$ cat config.mk
export PLATFORM = sky130hd
export DESIGN_NAME = cache_seq_driver
export DESIGN_NICKNAME = d
export VERILOG_FILES = /design/src/rtl/cache_seq_driver.sv
export SDC_FILE = /design/constraint.sdc
export NUM_CORES = 1
export LEC_CHECK = 0
export ABC_AREA = 0
export CAP_MARGIN = 15
export CORE_ASPECT_RATIO = 0.7
export CORE_MARGIN = 2
export CORE_UTILIZATION = 45
export CTS_CLUSTER_DIAMETER = 150
export DETAILED_ROUTE_END_ITERATION = 16
export HOLD_SLACK_MARGIN = 0.03
export PLACE_DENSITY_LB_ADDON = 0.12
export SYNTH_ARGS = -nofsm -noshare
export SYNTH_HDL_FRONTEND = slang
export SYNTH_SLANG_ARGS = --single-unit
$ cat constraint.sdc
create_clock -name clk -period 2.9 [get_ports clk]
set_clock_uncertainty 0.1 [all_clocks]
set_input_delay 0.29 -clock clk [delete_from_list [all_inputs] [get_ports clk]]
set_output_delay 0.29 -clock clk [all_outputs]
set_load 0.02 [all_outputs]
$ cat src/rtl/cache_seq_driver.sv
// cache_seq_driver
//   Request initiator and self-checker for a small cache responder. After an
//   accepted start it walks four phases over every entry (write P, read P,
//   write ~P, read ~P), issuing one registered request per ISSUE cycle and
//   checking the registered response in the following CHECK cycle.
//   Ports:
//     clk, rst          clock, asynchronous active-high reset
//     start, seed       run request (IDLE only), pattern seed
//     req_valid/rw/addr/data   request bundle to the cache (registered)
//     rsp_hit, rsp_data         registered cache response
//     busy, done, pass          run status (done is sticky until next start)
//     hit_count, err_count      saturating per-run counters
//
//   state | meaning
//   IDLE  | waiting for start; results of the last run held
//   ISSUE | request on the bus for exactly one cycle
//   CHECK | response sampled, counters updated, next request loaded
module cache_seq_driver #(
    parameter int NUM_ENTRIES = 4,
    parameter int ADDR_W      = 2,
    parameter int DATA_W      = 2
) (
    input  logic              clk,
    input  logic              rst,
    input  logic              start,
    input  logic [DATA_W-1:0] seed,
    output logic              req_valid,
    output logic              req_rw,
    output logic [ADDR_W-1:0] req_addr,
    output logic [DATA_W-1:0] req_data,
    input  logic              rsp_hit,
    input  logic [DATA_W-1:0] rsp_data,
    output logic              busy,
    output logic              done,
    output logic              pass,
    output logic [4:0]        hit_count,
    output logic [4:0]        err_count
);

    localparam int OPS  = 4 * NUM_ENTRIES;
    localparam int OP_W = ADDR_W + 2;

    typedef enum logic [1:0] {IDLE, ISSUE, CHECK} state_t;

    state_t            state, state_nxt;
    logic [OP_W-1:0]   op_idx, op_idx_nxt;
    logic [DATA_W-1:0] seed_q, seed_q_nxt;
    logic              req_valid_nxt, req_rw_nxt;
    logic [ADDR_W-1:0] req_addr_nxt;
    logic [DATA_W-1:0] req_data_nxt;
    logic              busy_nxt, done_nxt;
    logic [4:0]        hit_count_nxt, err_count_nxt;

    // Op index layout: upper two bits are the phase, lower bits the address.
    logic [OP_W-1:0]   ld_op;
    logic [DATA_W-1:0] ld_seed, ld_pat;
    logic [1:0]        ld_phase, ck_phase;
    logic [ADDR_W-1:0] ld_addr, ck_addr;
    logic [DATA_W-1:0] ck_pat, ck_exp_data;
    logic              ck_exp_hit, ck_is_read, ck_err, last_op;

    // The load path serves both the op 0 load in IDLE (seed not yet captured)
    // and the next-op load in CHECK.
    assign ld_op    = (state == IDLE) ? '0 : op_idx + OP_W'(1);
    assign ld_seed  = (state == IDLE) ? seed : seed_q;
    assign ld_phase = ld_op[OP_W-1 -: 2];
    assign ld_addr  = ld_op[ADDR_W-1:0];
    assign ld_pat   = DATA_W'(ld_addr) + ld_seed;

    assign ck_phase    = op_idx[OP_W-1 -: 2];
    assign ck_addr     = op_idx[ADDR_W-1:0];
    assign ck_pat      = DATA_W'(ck_addr) + seed_q;
    assign ck_exp_hit  = (ck_phase != 2'd0);
    assign ck_is_read  = ck_phase[0];
    assign ck_exp_data = (ck_phase == 2'd3) ? ~ck_pat : ck_pat;
    assign ck_err      = (rsp_hit != ck_exp_hit) ||
                         (ck_is_read && (rsp_data != ck_exp_data));
    assign last_op     = (op_idx == OP_W'(OPS - 1));

    assign pass = done && (err_count == 5'd0);

    always_ff @(posedge clk or posedge rst) begin
        if (rst) begin
            state     <= IDLE;
            op_idx    <= '0;
            seed_q    <= '0;
            req_valid <= 1'b0;
            req_rw    <= 1'b0;
            req_addr  <= '0;
            req_data  <= '0;
            busy      <= 1'b0;
            done      <= 1'b0;
            hit_count <= 5'd0;
            err_count <= 5'd0;
        end else begin
            state     <= state_nxt;
            op_idx    <= op_idx_nxt;
            seed_q    <= seed_q_nxt;
            req_valid <= req_valid_nxt;
            req_rw    <= req_rw_nxt;
            req_addr  <= req_addr_nxt;
            req_data  <= req_data_nxt;
            busy      <= busy_nxt;
            done      <= done_nxt;
            hit_count <= hit_count_nxt;
            err_count <= err_count_nxt;
        end
    end

    always_comb begin
        state_nxt = state;
        case (state)
            IDLE:    if (start) state_nxt = ISSUE;
            ISSUE:   state_nxt = CHECK;
            CHECK:   state_nxt = last_op ? IDLE : ISSUE;
            default: state_nxt = IDLE;
        endcase
    end

    always_comb begin
        op_idx_nxt    = op_idx;
        seed_q_nxt    = seed_q;
        req_valid_nxt = 1'b0;
        req_rw_nxt    = req_rw;
        req_addr_nxt  = req_addr;
        req_data_nxt  = req_data;
        busy_nxt      = busy;
        done_nxt      = done;
        hit_count_nxt = hit_count;
        err_count_nxt = err_count;

        case (state)
            IDLE: begin
                if (start) begin
                    seed_q_nxt    = seed;
                    hit_count_nxt = 5'd0;
                    err_count_nxt = 5'd0;
                    done_nxt      = 1'b0;
                    busy_nxt      = 1'b1;
                    op_idx_nxt    = '0;
                end
            end
            CHECK: begin
                if (rsp_hit && hit_count != 5'd31)
                    hit_count_nxt = hit_count + 5'd1;
                if (ck_err && err_count != 5'd31)
                    err_count_nxt = err_count + 5'd1;
                if (last_op) begin
                    busy_nxt = 1'b0;
                    done_nxt = 1'b1;
                end else begin
                    op_idx_nxt = ld_op;
                end
            end
            default: ;
        endcase

        if ((state == IDLE && start) || (state == CHECK && !last_op)) begin
            req_valid_nxt = 1'b1;
            req_rw_nxt    = ~ld_phase[0];
            req_addr_nxt  = ld_addr;
            case (ld_phase)
                2'd0:    req_data_nxt = ld_pat;
                2'd2:    req_data_nxt = ~ld_pat;
                default: req_data_nxt = '0;
            endcase
        end
    end

endmodule
==> impl_metrics.toml, run 1 <==
[detailed_routing]
drc = 0
drt_pass1_iterations = 4
routed_wl_um = 2740
wl_per_cell_um = 13.5
num_vias = 1053
dr.first_iter.drc_count = 95
post_drt_via_cell_ratio = 5.19
final_antenna_net_count = 0

[clock_tree]
postCtsHoldBufs = 0
postCtsResizedCells = 0
clock_latency_ps = 270
htreeDepth = 1
root_buffer = "clkbuf_8"
numCtsBuffers = 3
path_clk_slew_ps = 90
cts_tree = "done"
postCtsSetupBuffers = 0
cts_sinks = 26
cts_max_path_buffers = 2

[sta]
final_max_slew_viol_count = 0
setup_viol = 0
timing.fmax_ghz = 0.418
finalCriticalPeriod_ps = 2390
finalHoldViolations = 0
slew_headroom = 0.639
finalSetupTns_ps = 0
timing.final.crit_share = 0.824
tightestPinTransition_ps = 540
whs_ps = 263
rsz0062_at_grt = "no"

[setup_path]
critPathCaptureType = "register"
arrival_ps = 2450
reg2regPathDepth = 6
r2r-end = "err_count[0]"
critPathKind = "register to register"
rr_startpoint = "op_idx[0]"
reg2reg_slack_ps = 510
cp-start-kind = "register"
critPathMaxFanout = 7
worst_ep_required_time_ps = 2960

[floorplan]
coreArea_mm2 = 0.00311
initial_core_util = 0.463
std_cell_rows = 17
num_io_pins = 27
die_y_um = 51.3
die_area_mm2 = 0.00367
die_x_um = 71.6

[place]
dp_hpwl_um = 2040
io_buffers = 26
place_congestion = 0.893

[global_route]
grt_util_all_layers = 0.170
first_global_vias = 1002
grt_pass1_wl_um = 4800
antenna_found_initial = 0
grt-ovfl-total = 0
grt_max_degree = 27

[synthesis]
syn-cell-area_mm2 = 0.00144
ys_types = 31
ys_seq_area_frac = 0.452
syn-instance-count = 138
syn_nets = 154
synth_area_per_cell_um2 = 10.4
yosys_warnings = 0
synth_seq_cells = 26

[final_layout]
fin_nets = 182
multi_input_area_um2 = 734
drive_gt1_frac = 0.0848
antenna_cells = 0
seq_area_um2 = 651
area_delta_synth_final_pct = 23.6
fillers = 275

[power_and_ir_drop]
ir_worst_vdd_v = 0.000429
power.density_mw_per_mm2 = 880
p_leak_nw = 0.854

[status]
status = "finished clean"

[job]
drv_cap = 0

[min_path]
hold_path.class = "input port to async pin"
[synth_stat cells]
| cell | instances | area (um2) |
|---|---|---|
| or2_2 | 1 | 6.26 |
| buf_2 | 1 | 5.00 |
| xnor3_1 | 1 | 22.5 |
| xor2_1 | 7 | 61.3 |
| nor4b_4 | 1 | 23.8 |
| and3_1 | 3 | 18.8 |
| nand3_1 | 3 | 15.0 |
| mux2i_1 | 3 | 30.0 |
| nand2b_1 | 2 | 12.5 |
| nand2_1 | 20 | 75.1 |
| ha_1 | 8 | 100 |
| xnor2_2 | 1 | 16.3 |
| a2111oi_4 | 1 | 27.5 |
| a21o_1 | 2 | 15.0 |
| o21ai_1 | 1 | 5.00 |
| o21ai_0 | 8 | 40.0 |
| and4b_1 | 1 | 10.0 |
| a21oi_1 | 3 | 15.0 |
| mux2_2 | 5 | 56.3 |
| nor2_1 | 15 | 56.3 |
| o2111ai_1 | 1 | 8.76 |
| dfrtp_1 | 26 | 651 |
| xnor2_1 | 3 | 26.3 |
| nor3_1 | 1 | 5.00 |
| a22o_1 | 7 | 61.3 |
| nor2b_1 | 2 | 12.5 |
| nand4_1 | 1 | 6.26 |
| clkbuf_1 | 1 | 3.75 |
| buf_6 | 2 | 22.5 |
| inv_1 | 6 | 22.5 |
| nor3b_1 | 1 | 7.51 |
[worst max-delay path: stages, from the launching register on]
cell and delay (ps):
dfrtp_1 450, ha_1 340, xnor2_1 170, mux2_2 370, a2111oi_4 410, nor3_1 150
mux2_2 290
[how the worst max path moves through the flow]
stage	from	slack (ps)	endpoint
3_3_place_gp	op_idx[0]	570	err_count[0]
4_1_cts	op_idx[0]	520	err_count[0]
3_5_place_dp	op_idx[0]	530	err_count[0]
6_report	op_idx[0]	510	err_count[0]
5_1_grt	op_idx[0]	390	err_count[0]
2_1_floorplan	op_idx[0]	650	err_count[0]
[through the flow]
| step | utilization | std cells | power, mW | setup WS, ps | cell area [um2] |
|---|---|---|---|---|---|
| 3_3_place_gp | 0.555 | 199 | 1.33 | 570 | 1720 |
| 2_1_floorplan | - | 138 | 1.10 | 651 | 1440 |
| 6_report | 0.573 | 203 | 1.56 | 510 | 1780 |
| 3_5_place_dp | 0.555 | 199 | 1.33 | 535 | 1720 |
| 5_1_grt | 0.573 | 203 | 1.68 | 390 | 1780 |
| 4_1_cts | 0.573 | 203 | 1.58 | 517 | 1780 |
[cells in the final DEF, fill, tap and decap left out]
cell             instances
xnor2_2                  1
dfrtp_1                 26
xnor3_1                  1
nand3_1                  3
nand2_1                 20
a21o_1                   2
and3_1                   3
nor3_1                   1
xor2_1                   7
ha_1                     8
or2_2                    1
o2111ai_1                1
buf_4                    1
a22o_1                   7
nand4_1                  1
a21oi_1                  3
clkdlybuf4s50_1         26
o21ai_1                  1
nor2b_1                  2
mux2_2                   5
inv_1                    6
and4b_1                  1
nor4b_4                  1
o21ai_0                  8
xnor2_1                  3
nor3b_1                  1
mux2i_1                  3
nand2b_1                 2
clkbuf_8                 4
a2111oi_4                1
nor2_1                  15
[logic make-up after synthesis]
family          after synthesis  synth area share
fa+ha+maj                     8            0.0696
buf+inv                      10            0.0374
xor+xnor                     12            0.0878
flops                        26             0.452
mux                           8            0.0600
simple gates                 51             0.173
compound gates               23             0.120
[sequential cells by signal, summed over array words and instances, names as in the netlist]
signal     flops
err_count      5
hit_count      5
op_idx         4
req_addr       2
req_data       2
seed_q         2
state          2
busy           1
done           1
req_rw         1
req_valid      1
[routing by layer]
layer | vias up | share of wire | GRT usage
met5 | - | 0 | 0
met3 | 2 | 0.043 | 0.0473
met4 | 0 | 0.0037 | 0.0189
met2 | 20 | 0.41 | 0.242
met1 | 505 | 0.54 | 0.263
li1 | 526 | - | -
[power by group]
group	switching [mW]	internal (mW)	leakage (nW)	total, mW
logic	0.370	0.372	0.492	0.742
clock network	0.114	0.121	0.0288	0.235
registers	0.117	0.469	0.333	0.587
total	0.601	0.963	0.854	1.56
[cell type report]
type                       count  share of cell area
clock buffer                   4              0.0310
inverter                       6              0.0127
multi-input combinational    102               0.413
sequential                    26               0.366
tap                           38              0.0267
timing repair buffer          27               0.151
Power figures use the tool's default switching activity.
==> inputs of run 2 (changes only) <==
==> constraint.sdc (replaced) <==
create_clock -name clk -period 2.4 [get_ports clk]
set_clock_uncertainty 0.1 [all_clocks]
set_input_delay 0.24 -clock clk [delete_from_list [all_inputs] [get_ports clk]]
set_output_delay 0.24 -clock clk [all_outputs]
set_load 0.02 [all_outputs]
==> run 2 against run 1 <==
Net effect:
- sequential share of layout area shrank 0.71 points
- via count increased by 1.4%
- utilization increased by 1.1 points
- flip-flop and latch count unchanged
- non-clock buffer count is 4 higher
- first-iteration DRC count fell by 52%
- die area did not move
- global-route usage rose by 0.35 points
- design area increased by 2.0%
- routed wire length is 3.7% higher
- highest routed layer unchanged
==> impl_metrics.toml, run 2 (synthesis results as in run 1) <==
[status]
status = "finished clean"

[final_layout]
fin_nets = 186
area_delta_synth_final_pct = 26.0
largestRegisters = "err_count (5), hit_count (5), op_idx (4)"
final_area_mm2 = 0.00181
antenna_cells = 0
drive_gt1_frac = 0.112
final_cell_mix = "dfrtp_1, clkdlybuf4s50_1, nand2_1"

[sta]
fin_ws_ps = 150
final_max_slew_viol_count = 0
finalSetupTns_ps = 0
whs_ps = 219
rsz0062_at_grt = "no"
finalCriticalPeriod_ps = 2250
finalHoldViolations = 0
setup_viol = 0
tightestPinTransition_ps = 548
slew_headroom = 0.633
timing.fmax_ghz = 0.445
timing.final.crit_share = 0.937

[floorplan]
coreArea_mm2 = 0.00311
die_y_um = 51.3
num_io_pins = 27
die_x_um = 71.6
initial_core_util = 0.463
std_cell_rows = 17
die_area_mm2 = 0.00367

[place]
preCtsSetupSlack_ps = 92.6
io_buffers = 26
place_area_mm2 = 0.00175
place_congestion = 0.870
dp_hpwl_um = 2130

[detailed_routing]
drc = 0
num_vias = 1068
wl_per_cell_um = 13.7
final_antenna_net_count = 0
dr.first_iter.drc_count = 46
drt_pass1_iterations = 4
post_drt_via_cell_ratio = 5.16
routed_wl_um = 2840

[setup_path]
worst-path-stages = 6
crit_buf_inv = 0
cp-start-kind = "register"
critPathKind = "register to register"
arrival_ps = 2310
crit_slowest_cell = "dfrtp_1"
r2r-end = "err_count[0]"
path_common_cell = "mux2_2"
cpPeakStageDelay_ps = 410
worst_ep_required_time_ps = 2460
critPathCaptureType = "register"
critPathMaxFanout = 4
reg2regPathDepth = 6
reg2reg_slack_ps = 150
rr_startpoint = "seed_q[0]"
critPathCapture = "err_count[0]"
critical-path-top-delay-family = "multiplexers"
cp-startpoint = "seed_q[0]"
cp_cell_sequence = "ha_1, xnor2_1, mux2_2, a2111oi_4, nor3_2, mux2_2"

[power_and_ir_drop]
p_sw_mw = 0.740
ir_worst_vdd_v = 0.000488
power.share.sequential = 0.355
clockPowerShare = 0.147
swShare = 0.382
intPower_mw = 1.20
power.density_mw_per_mm2 = 1070
power_frac_comb = 0.498
p_leak_nw = 0.877

[job]
drv_cap = 0

[global_route]
grt_util_all_layers = 0.174
grt_max_degree = 27
antenna_found_initial = 0
grt-ovfl-total = 0
grt_pass1_wl_um = 4890
first_global_vias = 1030

[clock_tree]
numCtsBuffers = 3
clock_latency_ps = 270
cts_max_path_buffers = 2
cts_sinks = 26
htreeDepth = 1
postCtsSetupBuffers = 0
root_buffer = "clkbuf_8"
cts_tree = "done"
path_clk_slew_ps = 90

[min_path]
hold_path.class = "input port to async pin"
[run 2: worst min-delay path by stage]
stage	start	to	slack, ps	cells after the start
finish	rst	hit_count[1]	220	3
CTS	rst	hit_count[3]	230	3
floorplan	rst	busy	180	1
global route	rst	hit_count[1]	250	3
global placement	req_rw	req_rw	360	1
detailed placement	req_rw	req_rw	370	1
[run 2: worst register-to-register path, cell delays in order (launching register included)]
cell	delay [ps]
dfrtp_1	410
ha_1	310
xnor2_1	160
mux2_2	380
a2111oi_4	390
nor3_2	120
mux2_2	280
[run 2: per-stage QoR]
step / std cells / total power [mW] / util
2_1_floorplan: 138 / 1.33 / -
3_3_place_gp: 203 / 1.64 / 0.564
3_5_place_dp: 203 / 1.65 / 0.564
4_1_cts: 207 / 1.95 / 0.582
5_1_grt: 207 / 2.08 / 0.584
6_report: 207 / 1.94 / 0.584
[run 2: area by class of cell]
class                   instances  area, um2
fillers                       279       1290
inverters                       6       22.5
clock buffers                   4       55.1
well taps                      38       47.5
multi-input cells             102        739
repair buffers                 31        298
flip-flops and latches         26        651
[run 2: timing repair]
| item | CTS | global route |
|---|---|---|
| setup endpoints to repair | 0 | 3 |
| hold buffers | 0 | 0 |
| gates resized for setup | 0 | 1 |
[run 2: power by group through the flow]
| stage | combinational, mW | clock (mW) | sequential (mW) |
|---|---|---|---|
| 3_3_place_gp | 0.954 | 0 | 0.690 |
| 5_1_grt | 1.06 | 0.315 | 0.714 |
| 2_1_floorplan | 0.558 | 0 | 0.769 |
| 3_5_place_dp | 0.956 | 0 | 0.696 |
| 6_report | 0.965 | 0.285 | 0.687 |
| 4_1_cts | 0.969 | 0.295 | 0.687 |
[run 2: per-layer routing]
layer / GRT usage / up-vias / share of wire
li1: - / 538 / -
met1: 0.263 / 513 / 0.53
met2: 0.253 / 15 / 0.43
met3: 0.0434 / 2 / 0.036
met4: 0.0283 / 0 / 0.0035
met5: 0 / - / 0
==> RTL change, RTL diff (settings of run 1) <==
Set the parameter `DATA_W` to 3 (it was 2).
--- a/src/rtl/cache_seq_driver.sv
+++ b/src/rtl/cache_seq_driver.sv
@@ -20,3 +20,3 @@
     parameter int ADDR_W      = 2,
-    parameter int DATA_W      = 2
+    parameter int DATA_W      = 3
 ) (
Ports: changed (resized req_data, rsp_data and seed); port bits go from 27 to 30. No check against the original RTL was run, so the function may have changed too.
==> RTL change against run 1 <==
Cell area up 10%. Critical endpoint is now err_count[2]$_DFFE_PP0P_. Sequential cell count increased by 2. Wire length rose by 15%. Clock power rose by 32%. Hold slack better by 0.0014 ns. Power rose by 20%. Area after synthesis up 7.0%. Maximum frequency is 5.2% lower. Worst setup slack lost 0.13 ns.
==> RTL change: results (changes against run 1) <==
worst_setup_path:
  reg2reg_slack_ns: 0.38  # -0.13 ns
  max_stage_delay_ns: 0.47  # +0.02 ns
  r2r-end: "err_count[2]$_DFFE_PP0P_"
  worstPathMaxFanout: 10  # +3
  reg2reg_depth: 8  # +2
final_layout:
  fill_cells: 271  # -1.5%
  drive_gt1_share_pct: 8.11  # -0.38 points
  nets: 206  # +13%
grt:
  grt_usage_pct: 18.5  # +1.5 points
  grt_pass1_vias: 1100  # +9.8%
  grt_pass1_wl_mm: 5.21  # +8.5%
  grt_max_degree: 29  # +7.4%
pwr:
  p_int_w: 0.00114  # +18%
  power.share.clock_pct: 16.6  # +1.6 points
  pg_comb_w: 0.000940  # +27%
  p_leak_nw: 0.901  # +5.5%
  ir_drop_mv: 0.482  # +12%
synth:
  ys_seq_area_share_pct: 45.5  # +0.31 points
  yosys-top-cells-area: "dfrtp_1 46%, nand2_1 6.8%, ha_1 6.5%"
  synth_cell_types: 39  # +26%
routing:
  wl_per_cell_um: 13.6  # +0.90%
  viasPerCell: 5.10  # -1.7%
  drtPass1Iterations: 6  # +2
  drt_iter0_markers: 55  # -42%
  routed_wl_mm: 3.16  # +15%
placement:
  gp_congestion: 0.882  # -1.2%
  place_ws_ns: 0.403  # -0.132 ns
  post-place-cells: 228  # +15%
  place_area_um2: 1880  # +9.4%
  dpl.hpwl_mm: 2.34  # +15%
timing:
  fin_hold_ws_ns: 0.264  # +0.00141 ns
  min_period_ns: 2.52  # +0.131 ns
  worstMarginPinSlew_ns: 0.434  # -0.106 ns
outcome:
  status: "finished clean"
## RTL change: cell count changes in the layout (fill, tap and decap cells not counted), moves of 2 or more
| cell | change |
|---|---|
| a22o_1 | -2 |
| fa_1 | +2 |
| inv_2 | +2 |
| nor2_1 | -2 |
| and2_1 | +2 |
| o21ai_1 | +5 |
| xnor2_1 | +2 |
| clkdlybuf4s50_1 | +3 |
| mux2_2 | -4 |
| dfrtp_1 | +2 |
| o21ai_0 | -5 |
| nand2_1 | +8 |
## RTL change: cell families (layout without fill, tap and decap cells)
logic type               after synthesis  count (layout)  synth area share [%]
AO/OA/AOI/OAI                         23              23                  10.5
AND/OR/NAND/NOR                       63              63                  20.7
flip-flops                            28              28                  45.5
multiplexers                           4               4                  2.76
XOR/XNOR                              12              12                  7.80
adder cells (fa/ha/maj)               10              10                  9.11
buffers and inverters                 14              45                  3.66
## RTL change: layer usage
metal / GRT usage [%] / routed length [um] / vias up
met5: 0 / 0 / -
met4: 7.27 / 48 / 0
met3: 5.90 / 196 / 4
met2: 25.7 / 1310 / 36
met1: 26.4 / 1600 / 565
li1: - / - / 578
## RTL change: worst max-delay path, delay by kind of cell, from the launching register on
family / cells / cell delay (ns)
fa+ha+maj: 2 / 0.57
simple gates: 2 / 0.51
flops: 1 / 0.47
xor+xnor: 1 / 0.41
compound gates: 2 / 0.30
buf+inv: 1 / 0.05
## RTL change: layout make-up
type / count / area, um2 / area share, %
clock buffers: 3 / 41.3 / 2.11
clock inverters: 1 / 30.0 / 1.54
inverters: 10 / 37.5 / 1.92
multi-input cells: 112 / 782 / 40.0
flip-flops and latches: 28 / 701 / 35.8
well taps: 47 / 58.8 / 3.01
repair buffers: 31 / 305 / 15.6
